$ cat config.mk
export PLATFORM = sky130hd
export DESIGN_NAME = pipeline_drain_sequencer
export DESIGN_NICKNAME = d
export VERILOG_FILES = /design/src/rtl/pipeline_drain_sequencer_pkg.sv /design/src/rtl/pipeline_drain_sequencer.sv
export SDC_FILE = /design/constraint.sdc
export NUM_CORES = 1
export LEC_CHECK = 0
export ABC_AREA = 1
export BUFFER_PORTS_ARGS = -buffer_cell sky130_fd_sc_hd__buf_2
export CORE_UTILIZATION = 38
export CTS_CLUSTER_DIAMETER = 150
export CTS_CLUSTER_SIZE = 10
export DETAILED_ROUTE_END_ITERATION = 7
export HOLD_SLACK_MARGIN = 0.1
export PLACE_DENSITY_LB_ADDON = 0.05
export REMOVE_ABC_BUFFERS = 1
export SETUP_SLACK_MARGIN = 0.15
export SYNTH_ARGS = -nofsm -noshare
export SYNTH_HDL_FRONTEND = slang
export SYNTH_SLANG_ARGS = --single-unit
$ cat constraint.sdc
create_clock -name clk -period 1.52 [get_ports clk]
set_input_delay 0 -clock clk [delete_from_list [all_inputs] [get_ports clk]]
set_output_delay 0 -clock clk [all_outputs]
set_load 0.01 [all_outputs]
$ cat src/rtl/pipeline_drain_sequencer_pkg.sv
// Shared pipeline types for the interrupt drain sequencer.
// Contents:
//   DrainState      - drain FSM state encoding
//   StableCntWidth  - width of the empty-stability counter
//   WdCntWidth      - width of the drain watchdog counter
//   isDraining()    - true for the states in which the pipeline is being emptied
package pipeline_drain_sequencer_pkg;

    typedef enum logic [2:0] {
        StIdle,
        StDrain,
        StSettle,
        StAck,
        StRelease
    } DrainState;

    localparam int unsigned StableCntWidth = 4;
    localparam int unsigned WdCntWidth     = 16;

    function automatic logic isDraining(input DrainState s);
        return (s == StDrain) || (s == StSettle);
    endfunction

endpackage

$ cat src/rtl/pipeline_drain_sequencer.sv
// Interrupt drain sequencer: on a level interrupt request, bubbles the fetch side until every
// pipeline stage has been empty (and no commit flush is running) for EMPTY_STABLE_CYCLES
// consecutive cycles, then pulses irqAck once and waits for the request to drop.
//
// Optional feature: define RSD_DRAIN_WATCHDOG_EN to add a drain watchdog that gives up after
// DRAIN_TIMEOUT_CYCLES cycles in DRAIN/SETTLE, pulsing drainTimeout instead of irqAck.
//
// Ports:
//   clk, rst (async, active-low)
//   irqReq                                   - level interrupt request
//   ifStageEmpty .. activeListEmpty          - per-stage empty flags
//   cmStageFlushUpper                        - commit-stage flush in progress
//   npStageSendBubbleLowerForInterrupt       - fetch bubble request (registered)
//   wholePipelineEmpty                       - AND of the five empty flags (combinational)
//   irqAck                                   - one-cycle drained pulse (registered)
//   drainBusy                                - high in DRAIN, SETTLE, ACK (registered)
//   drainTimeout                             - one-cycle watchdog pulse (registered, or 0)
module pipeline_drain_sequencer
    import pipeline_drain_sequencer_pkg::*;
#(
    parameter int unsigned EMPTY_STABLE_CYCLES  = 2,
    parameter int unsigned DRAIN_TIMEOUT_CYCLES = 1024
) (
    input  logic clk,
    input  logic rst,
    input  logic irqReq,
    input  logic ifStageEmpty,
    input  logic pdStageEmpty,
    input  logic idStageEmpty,
    input  logic rnStageEmpty,
    input  logic activeListEmpty,
    input  logic cmStageFlushUpper,
    output logic npStageSendBubbleLowerForInterrupt,
    output logic wholePipelineEmpty,
    output logic irqAck,
    output logic drainBusy,
    output logic drainTimeout
);

    localparam logic [StableCntWidth-1:0] StableTarget = StableCntWidth'(EMPTY_STABLE_CYCLES);
    localparam logic [StableCntWidth-1:0] StableMax    = '1;

    DrainState stateQ, stateD;
    logic [StableCntWidth-1:0] stableCntQ, stableCntD, stableInc;
    logic bubbleQ, irqAckQ, drainBusyQ;
    logic quietCycle;
    logic wdExpired;

    assign wholePipelineEmpty = ifStageEmpty & pdStageEmpty & idStageEmpty &
                                rnStageEmpty & activeListEmpty;

    // A cycle only counts toward stability if nothing is live and no flush is in flight.
    assign quietCycle = wholePipelineEmpty & ~cmStageFlushUpper;

    assign stableInc = (stableCntQ == StableMax) ? StableMax : stableCntQ + 1'b1;

`ifdef RSD_DRAIN_WATCHDOG_EN
    localparam logic [WdCntWidth-1:0] WdLimit = WdCntWidth'(DRAIN_TIMEOUT_CYCLES - 1);
    localparam logic [WdCntWidth-1:0] WdMax   = '1;

    logic [WdCntWidth-1:0] wdCntQ, wdCntD;
    logic drainTimeoutQ, drainTimeoutD;

    assign wdExpired = isDraining(stateQ) && (wdCntQ == WdLimit);

    // Counts cycles spent continuously in DRAIN/SETTLE; any other state restarts it.
    always_comb begin
        wdCntD = '0;
        if (isDraining(stateQ) && isDraining(stateD)) begin
            wdCntD = (wdCntQ == WdMax) ? WdMax : wdCntQ + 1'b1;
        end
        // Pulse lands in the last draining cycle so RELEASE follows it directly.
        drainTimeoutD = isDraining(stateD) && (wdCntD == WdLimit);
    end

    always_ff @(posedge clk or negedge rst) begin
        if (!rst) begin
            wdCntQ        <= '0;
            drainTimeoutQ <= 1'b0;
        end else begin
            wdCntQ        <= wdCntD;
            drainTimeoutQ <= drainTimeoutD;
        end
    end

    assign drainTimeout = drainTimeoutQ;
`else
    assign wdExpired    = 1'b0;
    assign drainTimeout = 1'b0;
`endif

    // Priority inside DRAIN/SETTLE: withdrawal, then watchdog, then normal progress.
    always_comb begin
        stateD     = stateQ;
        stableCntD = stableCntQ;
        unique case (stateQ)
            StIdle: begin
                if (irqReq) stateD = StDrain;
            end
            StDrain: begin
                if (!irqReq) begin
                    stateD = StIdle;
                end else if (wdExpired) begin
                    stateD = StRelease;
                end else if (quietCycle) begin
                    stableCntD = StableCntWidth'(1);
                    stateD     = (EMPTY_STABLE_CYCLES <= 1) ? StAck : StSettle;
                end
            end
            StSettle: begin
                if (!irqReq) begin
                    stateD = StIdle;
                end else if (wdExpired) begin
                    stateD = StRelease;
                end else if (quietCycle) begin
                    stableCntD = stableInc;
                    if (stableInc >= StableTarget) stateD = StAck;
                end else begin
                    stableCntD = '0;
                    stateD     = StDrain;
                end
            end
            StAck: begin
                stateD = StRelease;
            end
            StRelease: begin
                // Stays here while the acknowledged request is still held.
                if (!irqReq) stateD = StIdle;
            end
            default: begin
                stateD = StIdle;
            end
        endcase
        if (stateD == StIdle || stateD == StRelease) stableCntD = '0;
    end

    always_ff @(posedge clk or negedge rst) begin
        if (!rst) begin
            stateQ     <= StIdle;
            stableCntQ <= '0;
            bubbleQ    <= 1'b0;
            irqAckQ    <= 1'b0;
            drainBusyQ <= 1'b0;
        end else begin
            stateQ     <= stateD;
            stableCntQ <= stableCntD;
            bubbleQ    <= isDraining(stateD) || (stateD == StAck);
            irqAckQ    <= (stateD == StAck);
            drainBusyQ <= isDraining(stateD) || (stateD == StAck);
        end
    end

    assign npStageSendBubbleLowerForInterrupt = bubbleQ;
    assign irqAck                             = irqAckQ;
    assign drainBusy                          = drainBusyQ;

endmodule

Word level (Yosys, flattened, before mapping). Cells that the tools add are included.

Output and inout port bits: 5. Input bits: 9. Register bits: 9. Logic and storage cells: 46.

$lt $le $gt $ge: 1. Multiplexer cells: 15. Reductions and logical operators: 7. $add $sub $neg: 1. Eq/ne operators: 12. Bitwise operators: 6.

Operator list (number): $mux W4 (6); $mux W3 (7); $pmux W3 S5 (1); $eq A3 B2 Y1 const B (4); $ne A3 B3 Y1 const B (3); $pmux W4 S2 (1); $eq A3 B1 Y1 const B (2); $eq A3 B3 Y1 const B (2); $logic_not A3 Y1 (2); $and A1 B1 Y1 (5); $add A4 B1 Y4 const B (1); $eq A4 B4 Y1 const B (1); $ge A4 B2 Y1 const B (1); $reduce_and A4 Y1 (1); $logic_or A1 B1 Y1 (3); $reduce_bool A3 Y1 (1); $not A1 Y1 (1).

Logic depth before layout (Yosys ltp).
Word-level depth: 12. Gate-level depth with buffers: 11. Gate-level depth less buffers: 11.

Worst setup path after synthesis. OpenSTA, ideal clock, no wires.

Path type: reg-to-reg. From: register stableCntQ[0]. To: register stateQ[0]. Path slack: 0.251 ns. Cell stages (with the launch flop): 12. Buffers on the path: 0. Data arrival time: 1.155 ns. Data required time: 1.406 ns. Clock period less this slack: 1.269 ns. Library setup time: 0.114 ns. Cells stage by stage: dfrtp_1 > ha_1 > inv_1 > nand2_1 > nand2_1 > nand2_1 > nor2_1 > nand2_1 > nand2_1 > nand2_1 > nand2_2 > inv_1.

Longest elaborated chain between the ends: 7. Elaborated cells on any way between the ends: 8. Classes of those cells: add/sub: 1; order compare: 1; eq/ne: 1; mux: 5.

Ends and longest elaborated chain: from (decl) (RTL line pipeline_drain_sequencer.sv:44) `logic [StableCntWidth-1:0] stableCntQ, stableCntD, stableInc;`; from (signal assigned) (RTL line pipeline_drain_sequencer.sv:146) `stableCntQ <= stableCntD;`; $add A4 B1 Y4 or $eq A4 B4 Y1 (tied branches) (RTL line pipeline_drain_sequencer.sv:55) `assign stableInc = (stableCntQ == StableMax) ? StableMax : stableCntQ + 1'b1;`; $mux W4 (*) (RTL line pipeline_drain_sequencer.sv:55); $ge A4 B2 Y1 (*) (RTL line pipeline_drain_sequencer.sv:117) `if (stableInc >= StableTarget) stateD = StAck;`; $mux W3 (*) (RTL line pipeline_drain_sequencer.sv:117); $mux W3 (*) (RTL line pipeline_drain_sequencer.sv:115) `end else if (quietCycle) begin`; $mux W3 (*) (RTL line pipeline_drain_sequencer.sv:111) `if (!irqReq) begin`; $pmux W3 S5 (*) (RTL line pipeline_drain_sequencer.sv:96) `unique case (stateQ)`; net stateD[0] (RTL line pipeline_drain_sequencer.sv:43) `DrainState stateQ, stateD;`; to (signal assigned) (RTL line pipeline_drain_sequencer.sv:139) `stateQ <= StIdle;`; to (signal assigned) (RTL line pipeline_drain_sequencer.sv:145) `stateQ <= stateD;`; to (decl) (RTL line pipeline_drain_sequencer.sv:43).

Mark *: on every way through the listed nets, which the timed path passes. The rest lies on a longest branch. A chain may end at the register's enable or synchronous reset.

Final worst setup path.
From: register stableCntQ[0]. To: register irqAckQ (netlist: irqAck).

Longest elaborated chain between the ends: 8. Elaborated cells on any way between the ends: 9. Classes of those cells: add/sub: 1; order compare: 1; eq/ne: 2; mux: 5.

Ends and longest elaborated chain: $add A4 B1 Y4 or $eq A4 B4 Y1 (tied branches) (RTL line pipeline_drain_sequencer.sv:55); $mux W4 (*) (RTL line pipeline_drain_sequencer.sv:55); $ge A4 B2 Y1 (*) (RTL line pipeline_drain_sequencer.sv:117); $mux W3 (*) (RTL line pipeline_drain_sequencer.sv:117); $mux W3 (*) (RTL line pipeline_drain_sequencer.sv:115); $mux W3 (*) (RTL line pipeline_drain_sequencer.sv:111); $pmux W3 S5 (*) (RTL line pipeline_drain_sequencer.sv:96); $eq A3 B2 Y1 (*) (RTL line pipeline_drain_sequencer.sv:148) `irqAckQ <= (stateD == StAck);`; to (signal assigned) (RTL line pipeline_drain_sequencer.sv:148); to (decl) (RTL line pipeline_drain_sequencer.sv:45) `logic bubbleQ, irqAckQ, drainBusyQ;`.

Every way passes the cells marked *; elsewhere a longest branch is shown, timed or not.

==> impl_metrics.json <==
{
  "p_leak_uw": 0.000421,
  "finalClockSkew_ps": 10.1,
  "place_congestion": 0.820,
  "max_freq_mhz": 754,
  "overflow": 0,
  "fillers": 151,
  "vias_per_cell": 4.85,
  "clk_latency_ps": 260,
  "whs_ps": 111,
  "critPathRequiredTime_ps": 1670,
  "status": "finished, violations left",
  "root_buffer": "clkbuf_4",
  "powerDensity_nw_per_um2": 652,
  "avgSynthCellArea_sq_um": 7.06,
  "min_period_over_period_pct": 87.3,
  "grt_max_degree": 10,
  "port_buffers": 12,
  "cts.path.max_buffers": 2,
  "ys_seq_area_share_pct": 34.3,
  "ys_types": 18,
  "maxSlewViolCount": 0,
  "num_vias": 621,
  "grt_pass1_vias": 558,
  "cts.sinks": 9,
  "die_h_microns": 43.6,
  "track_usage_pct": 16.3,
  "cp_max_fo": 3,
  "drive_gt1_share_pct": 38.4,
  "rsz0062_at_grt": "yes",
  "violations": "DRC",
  "start_kind": "register",
  "route.detailed.wl_per_inst_microns": 10.3,
  "period_needed_ps": 1330,
  "rows": 14,
  "maxCapViolations": 0,
  "crit_type": "reg2reg",
  "crit_arrival_ps": 1470,
  "core_sq_um": 1560,
  "netlist_instances": 93,
  "setup_tns_ps": 0,
  "utilization_pct": 52.6,
  "setup_viol": 0,
  "worst_slack_ps": 193,
  "grt_pass1_wl_microns": 2310,
  "htreeDepth": 1,
  "drt_iter0_drc": 24,
  "vdd_drop_max_mv": 0.536,
  "fin_area_sq_um": 821,
  "pre_cts_slack_ps": 144,
  "antenna_cells": 0,
  "endpoint_kind": "register",
  "ioPinCount": 14,
  "syn_to_final_growth_pct": 25.0,
  "ys_ff_latch": 9,
  "drtAntennaViolNets": 0,
  "min_path_type": "in2async",
  "fin_nets": 123,
  "netlist_area_sq_um": 657,
  "dp_hpwl_microns": 1070,
  "ys_warn_count": 0,
  "start_util_pct": 42.1,
  "dieArea_sq_um": 1900,
  "drc_errors": 4,
  "placed_cell_area_sq_um": 737,
  "cts_tree": "yes",
  "hold_violations": 0,
  "dieWidth_microns": 43.6,
  "antenna_found_initial": 0,
  "clk_pin_slew_ps": 60,
  "drt-pass1-iter-count": 6,
  "routed_wl_microns": 1320,
  "cts_buffers": 3
}
-- metal layers --
metal | track usage (%) | vias up | wire (microns)
li1 | - | 330 | -
met1 | 19.8 | 275 | 626
met2 | 26.9 | 16 | 623
met3 | 6.67 | 0 | 72
met4 | 3.75 | 0 | 0
met5 | 0 | - | 0
-- state kept, by name (all words and copies together) (netlist names) --
register and count:
drainBusy 1, stateQ 3, stableCntQ 4, irqAck 1
-- repair_timing --
| action | CTS | global route |
|---|---|---|
| cloned | 0 | 0 |
| endpoints found under the setup margin | 2 | 3 |
| hold endpoints to repair | 13 | 0 |
| setup buffers | 0 | 0 |
| pin swaps | 0 | 5 |
| gates resized for setup | 1 | 8 |
| hold buffers | 3 | 0 |
-- where the power goes --
| part | leakage (uW) | internal (uW) | switching (uW) |
|---|---|---|---|
| Combinational | 0.000285 | 39.3 | 58.1 |
| Clock | 0.0000150 | 101 | 82.2 |
| Sequential | 0.000121 | 246 | 8.82 |
| Total | 0.000421 | 386 | 149 |
-- cell usage after synthesis (all sizes together) --
library cell | number | area share [%]
a21oi | 6 | 5.1
buf | 2 | 2.3
conb | 1 | 0.57
dfrtp | 9 | 34
ha | 1 | 1.9
inv | 17 | 9.7
nand2 | 27 | 17
nand3 | 10 | 11
nand4 | 3 | 2.9
nor2 | 9 | 5.5
nor3 | 2 | 5.0
o21ai | 6 | 5.1
-- cell usage in the layout, fill, tap and decap left out, drive strengths merged --
cell,synthesis,routed
nand2,27,27
inv,17,17
buf,2,14
nand3,10,10
dfrtp,9,9
nor2,9,9
a21oi,6,6
o21ai,6,6
clkbuf,0,4
nand4,3,3
dlygate4sd3,0,3
nor3,2,2
ha,1,1
conb,1,1
-- logic make-up (layout without fill, tap and decap cells) --
group                      count (synthesis)  after routing  synth area share (%)
and+or+nand+nor                           51             51                  41.0
other                                      1              1                 0.571
buffers and inverters                     19             38                  12.0
AOI/OAI and AO/OA                         12             12                  10.3
adders and majority gates                  1              1                  1.90
DFF                                        9              9                  34.3
-- final timing paths --
| check | startpoint | end | depth (start not counted) | slack, ps |
|---|---|---|---|---|
| worst max-delay path | stableCntQ[0]$_DFFE_PN0P_ | irqAck$_DFF_PN0_ | 11 | 190 |
| worst min-delay path | rst | stableCntQ[2]$_DFFE_PN0P_ | 2 | 110 |
| worst max register to register | stableCntQ[0]$_DFFE_PN0P_ | irqAck$_DFF_PN0_ | 11 | 190 |
| worst min register to register | stateQ[2]$_DFF_PN0_ | stateQ[2]$_DFF_PN0_ | 2 | 610 |
| max in group asynchronous | rst | irqAck$_DFF_PN0_ | 2 | 1220 |
| min in group clk | idStageEmpty | stableCntQ[3]$_DFFE_PN0P_ | 5 | 160 |
-- metrics by stage --
step                      power (uW)  std cells
after global placement           348        121
after floorplan                  313         91
after global routing             567        128
final                            535        128
after detailed placement         348        121
after CTS                        539        128
-- layout make-up --
cell class | instances | area (sq um) | area share (%)
Sequential cell | 9 | 225 | 27.4
Inverter | 17 | 63.8 | 7.77
Clock buffer | 4 | 26.3 | 3.20
Multi-Input combinational cell | 65 | 380 | 46.3
Tap cell | 16 | 20.0 | 2.44
Timing Repair Buffer | 17 | 105 | 12.8
-- critical path: stages (launching register included) --
cell and delay (ps):
dfrtp_1 410, ha_4 180, inv_2 50, nand2_2 50
nand2_2 70, nand2_2 50, nor2_2 110, nand2_1 50
nand2_1 50, nand2_1 60, nand2_2 90, nor2_2 30
No activity file was read; power rests on OpenSTA's default activity.
